`src/rtl/fetch_pkg.sv`:
```
// fetch_pkg: shared fetch-stage types, exception codes and the instruction queue entry
`ifndef FETCH_PKG_INT_DEFINED
`define FETCH_PKG_INT_DEFINED
`define Int 5'h00
`endif
package fetch_pkg;
   localparam logic [4:0] EXC_INT  = `Int;
   localparam logic [4:0] EXC_TLBL = 5'h02;
   localparam logic [4:0] EXC_ADEL = 5'h04;
   localparam logic [4:0] EXC_ADES = 5'h05;
   typedef struct packed {
      logic        taken;
      logic [31:0] target;
   } Predict_Branch_S;
   typedef struct packed {
      logic        Vaild;
      logic [31:0] pc;
   } Recover_Decode_S;
   typedef struct packed {
      logic [31:0]     instr;
      logic [31:0]     pc;
      Predict_Branch_S bp_info;
      logic [4:0]      exc_code;
      logic            tre;
   } fq_entry_t;
endpackage

```
`src/rtl/fq_pair_select.sv`:
```
// fq_pair_select: builds a 1-2 instruction decode packet from the two head entries
module fq_pair_select
   import fetch_pkg::*;
#(
   parameter int CW = 4
) (
   input  fq_entry_t             e0_i,
   input  fq_entry_t             e1_i,
   input  logic [CW-1:0]         cnt_i,
   output logic [1:0]            valid_o,
   output logic [63:0]           instr_o,
   output logic [31:0]           pc_o,
   output Predict_Branch_S [1:0] bp_info_o,
   output logic [4:0]            exc_code_o,
   output logic                  tre_o
);
   logic v0, v1;
   assign v0 = cnt_i != '0;
   // pair only PC-consecutive entries that agree on exception status
   assign v1 = cnt_i >= CW'(2) && e1_i.pc == e0_i.pc + 32'd4 &&
               e1_i.exc_code == e0_i.exc_code && e1_i.tre == e0_i.tre;
   assign valid_o      = {v1, v0};
   assign instr_o      = {v1 ? e1_i.instr : 32'd0, v0 ? e0_i.instr : 32'd0};
   assign pc_o         = v0 ? e0_i.pc : 32'd0;
   assign bp_info_o[1] = v1 ? e1_i.bp_info : '0;
   assign bp_info_o[0] = v0 ? e0_i.bp_info : '0;
   assign exc_code_o   = v0 ? e0_i.exc_code : 5'd0;
   assign tre_o        = v0 & e0_i.tre;
endmodule

```
`src/rtl/fetch_inst_queue.sv`:
```
// fetch_inst_queue: per-instruction fetch queue feeding decode with 1-2 instruction packets.
// Optional macro FETCH_QUEUE_BYPASS_EN presents an incoming group directly when the queue is empty.
module fetch_inst_queue
   import fetch_pkg::*;
#(
   parameter int DEPTH = 8
) (
   input  logic                  clk,
   input  logic                  rst,
   input  logic                  flush,
   input  Recover_Decode_S       recover_decode,
   input  logic [1:0]            in_valid,
   input  logic [63:0]           in_instr,
   input  logic [31:0]           in_pc,
   input  Predict_Branch_S [1:0] in_bp_info,
   input  logic [4:0]            in_exc_code,
   input  logic                  in_tre,
   output logic                  in_ready,
   input  logic                  allowin_D,
   output logic [1:0]            valid_F,
   output logic [63:0]           instr_F,
   output logic [31:0]           pc_F,
   output Predict_Branch_S [1:0] bp_info_F,
   output logic [4:0]            exc_code_F,
   output logic                  tre_F
);
   localparam int PW = $clog2(DEPTH);
   localparam int CW = PW + 1;
   fq_entry_t     mem_q [DEPTH];
   logic [PW-1:0] head_q, head_d, tail_q, tail_d;
   logic [CW-1:0] cnt_q, cnt_d, sel_cnt;
   fq_entry_t     s0, s1, w0, e0, e1;
   logic [1:0]    wr_n, deq_n;
   logic          kill, enq, byp, unused;
   assign unused  = ^recover_decode.pc;
   assign s0      = '{instr: in_instr[31:0], pc: in_pc, bp_info: in_bp_info[0],
                      exc_code: in_exc_code, tre: in_tre};
   assign s1      = '{instr: in_instr[63:32], pc: in_pc + 32'd4, bp_info: in_bp_info[1],
                      exc_code: in_exc_code, tre: in_tre};
   assign w0      = in_valid[0] ? s0 : s1;
   assign wr_n    = {1'b0, in_valid[0]} + {1'b0, in_valid[1]};
   assign kill    = flush | recover_decode.Vaild;
   assign in_ready = cnt_q <= CW'(DEPTH - 2);
`ifdef FETCH_QUEUE_BYPASS_EN
   // a whole group always pairs, so a bypassed group is consumed entirely
   assign byp     = cnt_q == '0 && in_ready && allowin_D && !kill && |in_valid;
`else
   assign byp     = 1'b0;
`endif
   assign e0      = byp ? w0 : mem_q[head_q];
   assign e1      = byp ? s1 : mem_q[head_q + PW'(1)];
   assign sel_cnt = byp ? CW'(wr_n) : cnt_q;
   fq_pair_select #(.CW(CW)) u_sel (
      .e0_i      (e0),
      .e1_i      (e1),
      .cnt_i     (sel_cnt),
      .valid_o   (valid_F),
      .instr_o   (instr_F),
      .pc_o      (pc_F),
      .bp_info_o (bp_info_F),
      .exc_code_o(exc_code_F),
      .tre_o     (tre_F)
   );
   assign enq     = in_ready && |in_valid && !kill && !byp;
   assign deq_n   = (allowin_D && !byp) ? {1'b0, valid_F[0]} + {1'b0, valid_F[1]} : 2'd0;
   assign cnt_d   = kill ? '0 : cnt_q + (enq ? CW'(wr_n) : '0) - CW'(deq_n);
   assign head_d  = kill ? '0 : head_q + PW'(deq_n);
   assign tail_d  = kill ? '0 : tail_q + (enq ? PW'(wr_n) : '0);
   always_ff @(posedge clk or posedge rst) begin
      if (rst) begin
         cnt_q  <= '0;
         head_q <= '0;
         tail_q <= '0;
      end else begin
         cnt_q  <= cnt_d;
         head_q <= head_d;
         tail_q <= tail_d;
      end
   end
   always_ff @(posedge clk) begin
      if (enq) mem_q[tail_q] <= w0;
      if (enq && wr_n == 2'd2) mem_q[tail_q + PW'(1)] <= s1;
   end
endmodule

```
`config.mk`:
```
export PLATFORM = sky130hd
export DESIGN_NAME = fetch_inst_queue
export DESIGN_NICKNAME = d
export VERILOG_FILES = /design/src/rtl/fetch_pkg.sv /design/src/rtl/fq_pair_select.sv /design/src/rtl/fetch_inst_queue.sv
export SDC_FILE = /design/constraint.sdc
export NUM_CORES = 2
export LEC_CHECK = 0
export BUFFER_PORTS_ARGS = -buffer_cell sky130_fd_sc_hd__buf_2
export CAP_MARGIN = 20
export CORE_MARGIN = 2
export CORE_UTILIZATION = 45
export CTS_CLUSTER_DIAMETER = 120
export DETAILED_ROUTE_END_ITERATION = 8
export GPL_TIMING_DRIVEN = 0
export HOLD_SLACK_MARGIN = 0.05
export PLACE_DENSITY_LB_ADDON = 0.15
export SKIP_CTS_REPAIR_TIMING = 1
export SLEW_MARGIN = 15
export SYNTH_ARGS = -nofsm -noshare
export SYNTH_HDL_FRONTEND = slang
export SYNTH_SLANG_ARGS = --single-unit
```
`constraint.sdc`:
```
create_clock -name clk -period 24 [get_ports clk]
set_input_delay 4.8 -clock clk [delete_from_list [all_inputs] [get_ports clk]]
set_output_delay 4.8 -clock clk [all_outputs]
set_load 0.005 [all_outputs]
```
==> qor.txt <==
startpoint types = flip-flop
Post-Syn Area per Cell = 12.53 um^2
CTS root buf = clkbuf_16
post-route ant nets = 0
most common cell in the netlist = edfxtp_1
top cells by area, synth = edfxtp_1 (50%), mux4_2 (18%), mux2i_1 (5.9%)
final worst-path cycle share = 52.59%
Layout Utilization = 52.63%
first-pass GRT wire length = 260.1 mm
ys flop type = edfxtp_1
Synth cell types = 60
RSZ-0062 raised after global routing = false
Chip Height = 335.5 um
endpoints failing hold = 0
EDFF count, synth = 824
# DRC = 0
Setup TNS Final = 0 ps
CP Capture Type = primary output
final wirelength = 185.4 mm
Async S/R FF share, synth = 1.199%
Syn Nets = 4173
Fmax = 0.07923 GHz
DR vias = 37189
total CTS buffers = 93
initial antenna violation count = 18
routed vias/inst = 6.329
Seq cells post-synth = 834
Mapped Cells = 3947
Mapped Area = 0.04944 mm^2
crit-path max FO = 10
CTS tree = yes
design area = 0.05729 mm^2
slowest CP cell = nor3_1
grt total ovfl = 0
Port Buffers = 262
Total GRT Usage = 32.56%
dpl cell area = 0.05418 mm^2
die width = 335.5 um
final setup fails = 0
most instantiated cells after synthesis = edfxtp_1 (824), nor2_1 (712), a21oi_1 (548)
Hold Startpoint = cnt_q[0]$_DFF_PP0_
RR Startpoint = head_q[0]$_DFF_PP0_
share of layout cells above drive strength 1 = 22.96%
DRT Pass-1 Iters = 7
Yosys warning count = 0
CTS max path bufs = 3
final worst setup slack = 11380 ps
H-Tree Depth = 3
crit path from = head_q[0]$_DFF_PP0_
Final min period = 12620 ps
# nets final = 4606
core area = 0.1089 mm^2
area of the die = 0.1125 mm^2
WP data required = 19200 ps
1st-iter DRT viols = 4966
worst path cell trace = ha_1, buf_2, buf_2, buf_2, clkbuf_1, nor2b_1, a22oi_1, nand3_1, xor2_1, nand4_1, nor4b_1, o2111ai_1, buf_2, nor3_1, buf_2
Power Total = 4.135 mW
HP Class = flip-flop to flip-flop
Worst Tran Pin Value = 1257 ps
FP Rows = 121
DP HPWL = 130.4 mm
worst clock skew = 35.29 ps
vias in the first global route = 36624
Worst slew margin = 16.17%
Area growth syn-to-layout = 15.89%
Slew Viols, Final = 0
CP arrival = 7820 ps
fillers = 9342
Max-cap violations = 0
Worst path most repeated cell = buf_2
gpl congestion = 0.9055
clk slew on worst S/H paths = 60 ps
Routed wire per std cell = 31.55 um
post-synth top area cell = edfxtp_1
sequential area share after synthesis = 50.56%
IO Pins = 378
CP max stage delay = 890 ps
peak supply drop = 0.00006475 V
Pwr Density = 72.17 mW/mm^2
Yosys top cell area share = 50.05%
post-place setup slack = 12320 ps
largest net degree at the start of global routing = 20
CTS Sinks = 834
Initial Utilization = 45.42%
clock latency on the worst-skew pair = 700 ps
leakage power = 18.86 nW
critical path class = flip-flop to primary output
status = complete, no violations
-- kinds of logic (layout without fill, tap and decap cells) --
| logic type | count (synthesis) | in the layout | synth area share (%) |
|---|---|---|---|
| AOI/OAI and AO/OA | 585 | 585 | 6.104 |
| DFF | 834 | 834 | 50.56 |
| buffers and inverters | 419 | 928 | 3.591 |
| adders and majority gates | 19 | 19 | 0.5416 |
| other | 0 | 6 | 0 |
| muxes | 708 | 708 | 24.63 |
| xor gates and xnor gates | 287 | 287 | 5.100 |
| and+or+nand+nor | 1095 | 1095 | 9.473 |
-- area by class of cell --
type | instances | area (um^2) | share of cell area, %
Clock inverter | 56 | 511.7 | 0.8932
Antenna cell | 6 | 15.01 | 0.02621
Sequential cell | 834 | 24990 | 43.63
Clock buffer | 115 | 2504 | 4.370
Buffer | 398 | 1703 | 2.972
Multi-Input combinational cell | 2694 | 22770 | 39.74
Timing Repair Buffer | 338 | 2947 | 5.143
Tap cell | 1414 | 1769 | 3.088
Inverter | 21 | 78.83 | 0.1376
-- report_power, final --
part | total (mW) | internal (mW) | switching (mW)
clock network | 1.46 | 0.835 | 0.627
registers | 1.65 | 1.64 | 0.0121
logic | 1.02 | 0.410 | 0.612
-- flip-flops by register name, indices dropped and copies added, names as in the netlist --
register and cells:
mem_q 824, head_q 3, tail_q 3, cnt_q 4
-- layer usage --
metal / vias up / share of wire, % / global-route usage (%)
met1: 18724 / 37 / 42.96
li1: 15633 / - / -
met2: 2372 / 47 / 52.70
met3: 442 / 11 / 6.722
met4: 18 / 4.3 / 13.22
met5: - / 0.063 / 0
-- worst max-delay path, delay by kind of cell (launching register included) --
family / cells / cell delay [ps]
buffers and inverters: 6 / 3160
DFF: 1 / 440
adders and majority gates: 1 / 380
and+or+nand+nor: 5 / 2190
AOI/OAI and AO/OA: 2 / 780
xor gates and xnor gates: 1 / 160
-- per-stage QoR --
| stage | cells | hold WS [ps] |
|---|---|---|
| finish | 5876 | 651.5 |
| global route | 5871 | 701.8 |
| CTS | 5864 | 659.8 |
| detailed placement | 5693 | 641.3 |
| global placement | 5623 | 628.4 |
| floorplan | 3947 | 584.0 |
-- cells in the final DEF (no fill, tap or decap), types with 75 or more instances in the layout --
cell         n
edfxtp_1   824
nor2_1     712
a21oi_1    548
mux4_2     405
buf_2      309
mux2i_1    289
clkbuf_1   228
xnor2_1    211
nand2_1    203
buf_1      109
clkbuf_16   96
xor2_1      75
-- path summary, 6_finish.rpt --
| kind | depth (start not counted) | slack, ps | end |
|---|---|---|---|
| min reg2reg | 2 | 650 | cnt_q[0]$_DFF_PP0_ |
| max | 15 | 11380 | bp_info_F[34] |
| min in group asynchronous | 2 | 4150 | cnt_q[2]$_DFF_PP0_ |
| max in group asynchronous | 2 | 19530 | cnt_q[1]$_DFF_PP0_ |
| max reg2reg | 23 | 15670 | cnt_q[2]$_DFF_PP0_ |
| min | 2 | 650 | cnt_q[0]$_DFF_PP0_ |
Note: power is estimated with default switching activity, not from simulation.
